File: src/rtl/snoop_bus_pkg.sv
// Shared definitions for the snooping-bus controller: bus op codes,
// MESI line-state encoding, controller FSM states and a counter helper.
package snoop_bus_pkg;

  localparam logic [1:0] BUS_NONE = 2'd0;
  localparam logic [1:0] BUS_RD   = 2'd1;
  localparam logic [1:0] BUS_RDX  = 2'd2;
  localparam logic [1:0] BUS_UPGR = 2'd3;

  localparam logic [1:0] MESI_I = 2'd0;
  localparam logic [1:0] MESI_S = 2'd1;
  localparam logic [1:0] MESI_M = 2'd2;
  localparam logic [1:0] MESI_E = 2'd3;

  typedef enum logic [2:0] {
    ST_IDLE  = 3'd0,
    ST_GRANT = 3'd1,
    ST_SNOOP = 3'd2,
    ST_WB    = 3'd3,
    ST_MEM   = 3'd4,
    ST_DONE  = 3'd5
  } bus_state_t;

  function automatic logic [15:0] sat_inc16(input logic [15:0] v);
    return (v == 16'hFFFF) ? v : v + 16'd1;
  endfunction

endpackage

File: src/rtl/snoop_bus_rr_arbiter.sv
// Combinational round-robin arbiter: grants the first asserted request at or
// after the pointer, wrapping around. The pointer register lives in the caller.
module rr_arbiter #(
  parameter int N_PROC = 3,
  parameter int PTR_W  = 2
) (
  input  logic [N_PROC-1:0] req,
  input  logic [PTR_W-1:0]  ptr,
  output logic [N_PROC-1:0] gnt
);

  // Scan requesters starting at the pointer and pick the first one found
  always_comb begin
    int idx;
    logic found;
    gnt   = '0;
    found = 1'b0;
    idx   = 0;
    for (int k = 0; k < N_PROC; k++) begin
      idx = (int'(ptr) + k) % N_PROC;
      if (!found && req[idx]) begin
        gnt[idx] = 1'b1;
        found    = 1'b1;
      end
    end
  end

endmodule

File: src/rtl/snoop_bus_ctrl.sv
// Snooping-bus controller: round-robin arbitration of processor bus requests,
// one snoop broadcast per transaction, owner write-back or memory fill, then a
// one-cycle done pulse. Optional statistics counters are compiled in when the
// macro SNOOP_BUS_STATS_EN is defined.
module snoop_bus_ctrl
  import snoop_bus_pkg::*;
#(
  parameter int N_PROC  = 3,
  parameter int ADDR_W  = 5,
  parameter int DATA_W  = 8,
  parameter int MEM_LAT = 1
) (
  input  logic                     clock,
  input  logic                     reset,
  input  logic [N_PROC-1:0]        req,
  input  logic [2*N_PROC-1:0]      req_op,
  input  logic [ADDR_W*N_PROC-1:0] req_addr,
  output logic [N_PROC-1:0]        gnt,
  output logic [N_PROC-1:0]        done,
  output logic [DATA_W-1:0]        rdata,
  output logic                     rdata_shared,
  output logic                     snp_valid,
  output logic [1:0]               snp_op,
  output logic [ADDR_W-1:0]        snp_addr,
  output logic [N_PROC-1:0]        snp_src,
  input  logic [N_PROC-1:0]        snp_hit,
  input  logic [N_PROC-1:0]        snp_abort,
  input  logic [DATA_W*N_PROC-1:0] snp_wb_data,
  output logic                     mem_en,
  output logic                     mem_we,
  output logic [ADDR_W-1:0]        mem_addr,
  output logic [DATA_W-1:0]        mem_wdata,
  input  logic [DATA_W-1:0]        mem_rdata,
`ifdef SNOOP_BUS_STATS_EN
  output logic [15:0]              stat_txn,
  output logic [15:0]              stat_wb,
`endif
  output logic                     err_multi
);

  localparam int PTR_W = (N_PROC > 1) ? $clog2(N_PROC) : 1;
  localparam int CNT_W = $clog2(MEM_LAT + 1);

  bus_state_t          state;
  logic [PTR_W-1:0]    ptr;
  logic [PTR_W-1:0]    cur_idx;
  logic [1:0]          cur_op;
  logic [ADDR_W-1:0]   cur_addr;
  logic [CNT_W-1:0]    lat_cnt;

  logic [N_PROC-1:0]   vreq;
  logic [N_PROC-1:0]   arb_gnt;
  logic [PTR_W-1:0]    arb_idx;
  logic [1:0]          sel_op;
  logic [ADDR_W-1:0]   sel_addr;
  logic [N_PROC-1:0]   abort_m;
  logic                abort_multi;
  logic [DATA_W-1:0]   owner_data;

  // Requests carrying op NONE never compete for the bus
  always_comb begin
    vreq = '0;
    for (int i = 0; i < N_PROC; i++)
      vreq[i] = req[i] && (req_op[2*i +: 2] != BUS_NONE);
  end

  rr_arbiter #(.N_PROC(N_PROC), .PTR_W(PTR_W)) u_arb (
    .req (vreq),
    .ptr (ptr),
    .gnt (arb_gnt)
  );

  // Decode the winning requester's index, op and address
  always_comb begin
    arb_idx  = '0;
    sel_op   = BUS_NONE;
    sel_addr = '0;
    for (int i = 0; i < N_PROC; i++) begin
      if (arb_gnt[i]) begin
        arb_idx  = PTR_W'(i);
        sel_op   = req_op[2*i +: 2];
        sel_addr = req_addr[ADDR_W*i +: ADDR_W];
      end
    end
  end

  // Pick the lowest-index aborting snooper as data owner; flag multiple owners
  always_comb begin
    logic found;
    abort_m     = snp_abort & ~snp_src;
    abort_multi = 1'b0;
    owner_data  = '0;
    found       = 1'b0;
    for (int i = 0; i < N_PROC; i++) begin
      if (abort_m[i]) begin
        if (found) begin
          abort_multi = 1'b1;
        end else begin
          owner_data = snp_wb_data[DATA_W*i +: DATA_W];
          found      = 1'b1;
        end
      end
    end
  end

  // Transaction FSM with all bus, memory and completion outputs registered
  always_ff @(posedge clock or posedge reset) begin
    if (reset) begin
      state        <= ST_IDLE;
      ptr          <= '0;
      cur_idx      <= '0;
      cur_op       <= BUS_NONE;
      cur_addr     <= '0;
      lat_cnt      <= '0;
      gnt          <= '0;
      done         <= '0;
      rdata        <= '0;
      rdata_shared <= 1'b0;
      snp_valid    <= 1'b0;
      snp_op       <= BUS_NONE;
      snp_addr     <= '0;
      snp_src      <= '0;
      mem_en       <= 1'b0;
      mem_we       <= 1'b0;
      mem_addr     <= '0;
      mem_wdata    <= '0;
      err_multi    <= 1'b0;
    end else begin
      done <= '0;
      case (state)
        ST_IDLE: begin
          if (|vreq) begin
            cur_idx  <= arb_idx;
            cur_op   <= sel_op;
            cur_addr <= sel_addr;
            gnt      <= arb_gnt;
            state    <= ST_GRANT;
          end
        end
        ST_GRANT: begin
          snp_valid    <= 1'b1;
          snp_op       <= cur_op;
          snp_addr     <= cur_addr;
          snp_src      <= gnt;
          rdata        <= '0;
          rdata_shared <= 1'b0;
          state        <= ST_SNOOP;
        end
        ST_SNOOP: begin
          snp_valid    <= 1'b0;
          snp_op       <= BUS_NONE;
          snp_addr     <= '0;
          snp_src      <= '0;
          rdata_shared <= (cur_op == BUS_RD) && (|(snp_hit & ~snp_src));
          if (abort_multi)
            err_multi <= 1'b1;
          if (|abort_m) begin
            // Owner's dirty/exclusive line goes to memory and straight to the requester
            mem_en    <= 1'b1;
            mem_we    <= 1'b1;
            mem_addr  <= cur_addr;
            mem_wdata <= owner_data;
            rdata     <= owner_data;
            state     <= ST_WB;
          end else if (cur_op == BUS_UPGR) begin
            done  <= gnt;
            state <= ST_DONE;
          end else begin
            mem_en   <= 1'b1;
            mem_we   <= 1'b0;
            mem_addr <= cur_addr;
            lat_cnt  <= '0;
            state    <= ST_MEM;
          end
        end
        ST_WB: begin
          mem_en    <= 1'b0;
          mem_we    <= 1'b0;
          mem_addr  <= '0;
          mem_wdata <= '0;
          done      <= gnt;
          state     <= ST_DONE;
        end
        ST_MEM: begin
          // Single read strobe, then wait out the memory's registered latency
          mem_en <= 1'b0;
          if (lat_cnt == CNT_W'(MEM_LAT)) begin
            rdata    <= mem_rdata;
            mem_addr <= '0;
            done     <= gnt;
            state    <= ST_DONE;
          end else begin
            lat_cnt <= lat_cnt + 1'b1;
          end
        end
        ST_DONE: begin
          gnt   <= '0;
          ptr   <= (cur_idx == PTR_W'(N_PROC - 1)) ? '0 : cur_idx + 1'b1;
          state <= ST_IDLE;
        end
        default: state <= ST_IDLE;
      endcase
    end
  end

`ifdef SNOOP_BUS_STATS_EN
  // Saturating counts of completed transactions and owner write-backs
  always_ff @(posedge clock or posedge reset) begin
    if (reset) begin
      stat_txn <= '0;
      stat_wb  <= '0;
    end else begin
      if (state == ST_DONE)
        stat_txn <= sat_inc16(stat_txn);
      if (state == ST_WB)
        stat_wb <= sat_inc16(stat_wb);
    end
  end
`endif

endmodule

File: config.mk
export PLATFORM = sky130hd
export DESIGN_NAME = snoop_bus_ctrl
export DESIGN_NICKNAME = d
export VERILOG_FILES = /design/src/rtl/snoop_bus_pkg.sv /design/src/rtl/snoop_bus_rr_arbiter.sv /design/src/rtl/snoop_bus_ctrl.sv
export SDC_FILE = /design/constraint.sdc
export NUM_CORES = 1
export LEC_CHECK = 0
export BUFFER_PORTS_ARGS = -buffer_cell sky130_fd_sc_hd__buf_2
export CORE_MARGIN = 2
export CORE_UTILIZATION = 50
export CTS_BUF_LIST = sky130_fd_sc_hd__clkbuf_4
export DETAILED_ROUTE_END_ITERATION = 7
export GPL_TIMING_DRIVEN = 0
export PLACE_DENSITY = 0.8
export SYNTH_ARGS = -nofsm -noshare
export SYNTH_HDL_FRONTEND = slang
export SYNTH_SLANG_ARGS = --single-unit
File: constraint.sdc
create_clock -name clock -period 5.2 [get_ports clock]
set_input_delay 1.04 -clock clock [delete_from_list [all_inputs] [get_ports clock]]
set_output_delay 1.04 -clock clock [all_outputs]
set_load 0.01 [all_outputs]
==> results of run 1 <==
==> how the worst min path moves through the flow <==
stage	startpoint	end
2_1_floorplan	cur_idx[1]$_DFFE_PP0P_	ptr[0]$_DFFE_PP0P_
3_3_place_gp	snp_valid$_DFFE_PP0P_	snp_valid$_DFFE_PP0P_
3_5_place_dp	rdata[4]$_DFFE_PP0P_	rdata[4]$_DFFE_PP0P_
4_1_cts	rdata[4]$_DFFE_PP0P_	rdata[4]$_DFFE_PP0P_
5_1_grt	err_multi$_DFFE_PP0P_	err_multi$_DFFE_PP0P_
6_report	rdata[4]$_DFFE_PP0P_	rdata[4]$_DFFE_PP0P_
==> where the power goes <==
group | internal [mW] | leakage (nW) | switching, mW
Sequential | 0.623 | 0.741 | 0.122
Clock | 0.239 | 0.0971 | 0.163
Combinational | 0.468 | 1.05 | 0.670
==> area by class of cell <==
| type | instances | area (um^2) |
|---|---|---|
| inverter | 14 | 52.6 |
| clock buffer | 9 | 67.6 |
| timing repair buffer | 106 | 546 |
| buffer | 17 | 81.3 |
| clock inverter | 7 | 109 |
| sequential | 57 | 1430 |
| fill | 505 | 2050 |
| tap | 75 | 93.8 |
| multi-input combinational | 220 | 1460 |
==> cells in the final DEF, fill, tap and decap left out, drive strengths merged, types with 2 or more instances in the layout <==
cell type / count
buf: 113
dfrtp: 57
nand2: 37
nor2: 24
o21ai: 22
clkbuf: 19
a21oi: 15
a22o: 15
inv: 14
a22oi: 13
nand3: 12
mux2i: 12
nand2b: 10
a221o: 7
a21o: 5
nor2b: 4
and2: 4
a211oi: 4
ha: 4
clkinv: 4
bufinv: 3
o211a: 2
o211ai: 2
o31ai: 2
nand3b: 2
o2111ai: 2
o221ai: 2
nor3: 2
==> flip-flops by register name (all words and copies together) (netlist names), 5 cells and up <==
register / cells
mem_wdata: 8
rdata: 8
cur_addr: 5
mem_addr: 5
snp_addr: 5
==> routing by layer <==
layer	vias to the layer above	global-route usage, %
li1	1361	-
met1	1351	31.1
met2	123	40.4
met3	11	6.37
met4	0	7.00
met5	-	0
==> worst max-delay path: stages (launching register included) <==
cell and delay, ns:
dfrtp_1 0.41, inv_1 0.08, ha_1 0.29, buf_4 0.17, nand2b_1 0.17, a311o_1 0.42
nor3_4 0.41, nor4b_4 0.13, a221o_1 0.31
==> cells by family (layout without fill, tap and decap cells) <==
group                      after synthesis  count (layout)  synth area share (%)
buffers and inverters                   31             153                  4.43
adders and majority gates                5               5                  1.99
muxes                                   13              13                  4.35
and+or+nand+nor                        101             101                  16.8
AOI/OAI and AO/OA                      101             101                  25.2
DFF                                     57              57                  47.2
==> metrics.md, run 1 <==
| Metric | Value |
|---|---|
| Initial antenna violation count | 0 |
| Post_cts resized | 0 |
| Final instance area | 0.00384 mm^2 |
| Core Rows | 28 |
| Outcome | finished, final reports clean |
| Final worst setup slack | 2.71 ns |
| Number of synthesized register bits | 57 |
| Achievable frequency | 401 MHz |
| Pre-antenna DRT Iters | 4 |
| Vias in the first global route | 2636 |
| DRT met1 WL | 3.34 mm |
| Post-placement cell count | 489 |
| R2R Path Start | ptr[0]$_DFFE_PP0P_ |
| Synth cell count leaders | dfrtp_1, nand2_1, nor2_1 |
| IO Pins | 106 |
| Core Area | 0.00589 mm^2 |
| CP max FO | 9 |
| Top cell type by total area after synthesis | dfrtp_1 |
| Library cells used by synthesis | 53 |
| Final Setup Violations | 0 |
| Hold path depth | 2 |
| Sequential fraction of the synthesis area | 47.2% |
| Total Nets Final | 493 |
| Synth Instances | 308 |
| Postcts setup bufs | 0 |
| Setup tns final | 0 ns |
| CTS buffer count | 9 |
| Hold Crit Class | flip-flop to flip-flop |
| PwrDens | 595 mW/mm^2 |
| Grt ovf | 0 |
| Die H | 81.8 um |
| CTS Sinks | 57 |
| WL met3 | 646 um |
| CTS max path bufs | 2 |
| Die ar. | 0.00668 mm^2 |
| CP Capture Type | flip-flop |
| Clk Latency, worst-skew pair | 0.39 ns |
| Top FF cell, synth | dfrtp_1 |
| Crit path to | cur_addr[0]$_DFFE_PP0P_ |
| CP arrival | 2.78 ns |
| Crit Path Category | flip-flop to flip-flop |
| ANT cells | 0 |
| Global router's overall resource usage | 24.2% |
| Total chip power | 2.29 mW |
| Worst Setup Start Kind | flip-flop |
| Flop2flop setup slack | 2.71 ns |
| Area Overhead vs Synth | 27.0% |
| Initial Util | 51.4% |
| Top routing layer in use | met4 |
| GPL Wtd Cong | 0.817 |
| Max rail drop VDD | 0.000325 V |
| Via density | 5.64 |
| Worst slew pin tran | 0.748 ns |
| Rel. slew slack | 49.8% |
| CTS tree | built |
| Syn Std Cell Area | 0.00302 mm^2 |
| Number of synthesized flops with an enable pin | 0 |
| DP Worst Slack | 2.32 ns |
| IO Port Bufs | 105 |
| Non-filler instance count after layout | 505 |
| Pin count of the biggest net entering global routing | 39 |
| Yosys top cell area share | 47.2% |
| Reg2Reg Capture Point | cur_addr[0]$_DFFE_PP0P_ |
| First-pass GRT wire length | 12.3 mm |
| Detail Route Antenna Nets | 0 |
| DR vias | 2846 |
| Lkg Pwr | 1.89 nW |
| DR WL/cell | 15.5 um |
| Die width | 81.8 um |
| DP Wirelength | 5.80 mm |
| Hold_buf cts | 0 |
| RSZ-0062 raised after global routing | false |
| CP startpoint | ptr[0]$_DFFE_PP0P_ |
| Largest cells by area after synthesis | dfrtp_1, nand2_1, a22o_1, mux2i_1, a22oi_1 |
| H-tree depth | 3 |
| Synth Area per Inst | 9.81 um^2 |
| Slew Viols, Final | 0 |
| Final period util | 47.9% |
| Worst path required time | 5.48 ns |
| Setup Skew | 0.00597 ns |
| Post-route DRC violation count | 0 |
| YS warnings | 0 |
| Placed Area | 0.00366 mm^2 |
| Max-Cap Viols | 0 |
| Reg clk slew, reported paths | 0.09 ns |
| Reg2Reg Depth | 8 |
| Share of post-route cells with drive strength above 1 | 31.9% |
| Final hold slack | 0.482 ns |
| Final core utilization | 65.2% |
| Iter 0 DRT Violations | 138 |
| Final hold vios | 0 |
| Most frequent cell after synthesis | dfrtp_1 |
| Clk root buf | clkbuf_4 |
| Min cycle time layout | 2.49 ns |
| Total routed wirelength | 7.81 mm |
| Mapped Nets | 376 |
| DR WL met2 | 3.73 mm |
| Asr flop ratio synth | 100% |
(Power assumes the default switching activity.)
==> run 2, diff against run 1 <==
--- a/config.mk
+++ b/config.mk
@@ -7,11 +7,11 @@
 export LEC_CHECK = 0
 export BUFFER_PORTS_ARGS = -buffer_cell sky130_fd_sc_hd__buf_2
 export CORE_MARGIN = 2
-export CORE_UTILIZATION = 50
+export CORE_UTILIZATION = 47
 export CTS_BUF_LIST = sky130_fd_sc_hd__clkbuf_4
 export DETAILED_ROUTE_END_ITERATION = 7
 export GPL_TIMING_DRIVEN = 0
-export PLACE_DENSITY = 0.8
+export PLACE_DENSITY = 0.79
 export SYNTH_ARGS = -nofsm -noshare
 export SYNTH_HDL_FRONTEND = slang
 export SYNTH_SLANG_ARGS = --single-unit
==> constraint.sdc (replaced) <==
create_clock -name clock -period 2.1 [get_ports clock]
set_input_delay 0.42 -clock clock [delete_from_list [all_inputs] [get_ports clock]]
set_output_delay 0.42 -clock clock [all_outputs]
set_load 0.01 [all_outputs]
==> run 2 against run 1 <==
  * The flow now finishes with violations (negative setup slack)
  * Clock power increased by 96%
  * Routed wire length increased by 5.4%
  * Core utilization shrank 0.60 points
  * Clock-buffer cell count unchanged
  * Cell count rose by 2.2%
  * Sequential share of layout area down 2.0 points
  * Clock skew grew 0.011 ns
  * Total power grew to 2.6 times the previous value
  * Maximum frequency increased by 13%
  * Setup slack worse by 2.8 ns
  * Worst hold slack lost 0.24 ns
  * Flip-flop and latch count stayed put
  * Critical path type unchanged
==> metrics.md, run 2 (synthesis gave the netlist of run 1 again) <==
| Metric | Value |
|---|---|
| Final hold slack | 0.240 ns (was 0.482 ns) |
| Achievable frequency | 451 MHz (was 401 MHz) |
| Vias in the first global route | 2784 (was 2636) |
| IO Port Bufs | 105 (unchanged) |
| Reg clk slew, reported paths | 0.10 ns (was 0.09 ns) |
| Final period util | 106% (was 47.9%) |
| Total routed wirelength | 8.24 mm (was 7.81 mm) |
| Grt ovf | 0 (unchanged) |
| Lkg Pwr | 1.95 nW (was 1.89 nW) |
| Pre-antenna DRT Iters | 4 (unchanged) |
| Die ar. | 0.00709 mm^2 (was 0.00668 mm^2) |
| CTS buffer count | 9 (unchanged) |
| Most frequent cells in the layout | buf_2, dfrtp_1, nand2_1 (unchanged) |
| Pin count of the biggest net entering global routing | 44 (was 39) |
| Clk root buf | clkbuf_4 (unchanged) |
| Initial antenna violation count | 0 (unchanged) |
| Worst slew pin tran | 0.803 ns (was 0.748 ns) |
| Min cycle time layout | 2.22 ns (was 2.49 ns) |
| CTS max path bufs | 2 (unchanged) |
| CTS tree | built (unchanged) |
| Max-Cap Viols | 0 (unchanged) |
| CP max FO | 10 (was 9) |
| Rel. slew slack | 46.1% (was 49.8%) |
| GPL Wtd Cong | 0.826 (was 0.817) |
| DP Wirelength | 5.91 mm (was 5.80 mm) |
| Die H | 84.2 um (was 81.8 um) |
| Outcome | complete, but fails checks (was finished, final reports clean) |
| Slew Viols, Final | 0 (unchanged) |
| Failing checks | negative setup slack |
| Total chip power | 5.99 mW (was 2.29 mW) |
| CP Capture Type | flip-flop (unchanged) |
| Global router's overall resource usage | 23.5% (was 24.2%) |
| Worst path required time | 2.39 ns (was 5.48 ns) |
| Final core utilization | 64.6% (was 65.2%) |
| RSZ-0062 raised after global routing | true (was false) |
| Share of post-route cells with drive strength above 1 | 39.0% (was 31.9%) |
| Initial Util | 48.2% (was 51.4%) |
| Crit Path Category | flip-flop to flip-flop (unchanged) |
| PwrDens | 1480 mW/mm^2 (was 595 mW/mm^2) |
| CTS Sinks | 57 (unchanged) |
| First-pass GRT wire length | 13.3 mm (was 12.3 mm) |
| Via density | 5.61 (was 5.64) |
| Largest regs | mem_wdata x8, rdata x8 (unchanged) |
| Clk Latency, worst-skew pair | 0.41 ns (was 0.39 ns) |
| Most common cell after layout, fill and taps aside | buf_2 (unchanged) |
| Die width | 84.2 um (was 81.8 um) |
| Final worst setup slack | -0.116 ns (was 2.71 ns) |
| Final Setup Violations | 9 (was 0) |
| DR WL/cell | 16.0 um (was 15.5 um) |
| Total Nets Final | 502 (was 493) |
| Iter 0 DRT Violations | 141 (was 138) |
| CP arrival | 2.50 ns (was 2.78 ns) |
| Area Overhead vs Synth | 34.2% (was 27.0%) |
| Final hold vios | 0 (unchanged) |
| Max rail drop VDD | 0.000808 V (was 0.000325 V) |
| IO Pins | 106 (unchanged) |
| Worst Setup Start Kind | flip-flop (unchanged) |
| Core Area | 0.00628 mm^2 (was 0.00589 mm^2) |
| DR vias | 2893 (was 2846) |
| H-tree depth | 3 (unchanged) |
| Setup Skew | 0.0169 ns (was 0.00597 ns) |
| ANT cells | 0 (unchanged) |
| Detail Route Antenna Nets | 0 (unchanged) |
| Post-route DRC violation count | 0 (unchanged) |
| Core Rows | 29 (was 28) |
| Hold Crit Class | input port to flip-flop (was flip-flop to flip-flop) |
==> run 2: cell types whose count changed in the layout (fill, tap and decap cells not counted), sizes merged <==
cell         previous run  this run
buf                   113       122
bufinv                  3         1
clkbuf                 19        18
clkinv                  4         3
clkinvlp                0         3
dlygate4sd3             0         1
==> run 2: worst max-delay path, cell delays in order, from the launching register on <==
cell,delay (ns)
dfrtp_1,0.41
buf_4,0.16
ha_4,0.17
buf_8,0.13
nand2b_1,0.07
a21oi_1,0.07
o31ai_1,0.31
o221ai_2,0.18
nor4b_4,0.16
buf_4,0.17
a221o_1,0.29
==> run 2: through the flow <==
step	std cells	TNS, ns	cell area (um^2)	setup WS, ns
floorplan	308	-0.117	3030	-0.0167
global placement	490	-22.33	3660	-0.352
detailed placement	491	-2.95	3680	-0.241
CTS	514	-0.976	3950	-0.144
global route	516	-2.25	4060	-0.286
finish	516	-0.803	4060	-0.116
==> run 2: repair_timing <==
action,CTS,global route
hold buffers,1,0
resized for setup,19,26
buffers inserted,6,3
pin swaps,2,10
endpoints found under the setup margin,24,25
hold endpoints to repair,14,0
==> run 2: final timing paths <==
check | from | to | slack, ns | cells past startpoint
min in group asynchronous | reset | mem_wdata[0]$_DFFE_PP0P_ | 0.55 | 3
min | req_addr[1] | cur_addr[1]$_DFFE_PP0P_ | 0.24 | 2
min reg2reg | mem_wdata[2]$_DFFE_PP0P_ | mem_wdata[2]$_DFFE_PP0P_ | 0.48 | 1
max reg2reg | ptr[0]$_DFFE_PP0P_ | cur_addr[4]$_DFFE_PP0P_ | -0.12 | 10
max in group asynchronous | reset | ptr[1]$_DFFE_PP0P_ | 1.01 | 4
max | ptr[0]$_DFFE_PP0P_ | cur_addr[4]$_DFFE_PP0P_ | -0.12 | 10
==> run 2: final cells by class <==
| class | count | area [um^2] |
|---|---|---|
| multi-input cells | 220 | 1600 |
| flip-flops and latches | 57 | 1430 |
| clock inverters | 7 | 71.3 |
| well taps | 77 | 96.3 |
| inverters | 14 | 52.6 |
| plain buffers | 16 | 96.3 |
| repair buffers | 116 | 647 |
| fillers | 526 | 2220 |
| clock buffers | 9 | 67.6 |
==> run 2: where the power goes <==
group          internal, mW  switching [mW]  leakage, nW
registers              1.54           0.328        0.739
logic                  1.50            1.84         1.14
clock network         0.359           0.427       0.0679
total                  3.40            2.59         1.95
==> run 2: per-layer routing <==
layer / up-vias / wire, um / GRT usage, %
li1: 1378 / - / -
met1: 1368 / 3510 / 30.0
met2: 133 / 4020 / 39.5
met3: 14 / 618 / 8.06
met4: 0 / 94 / 4.55
met5: - / 0 / 0
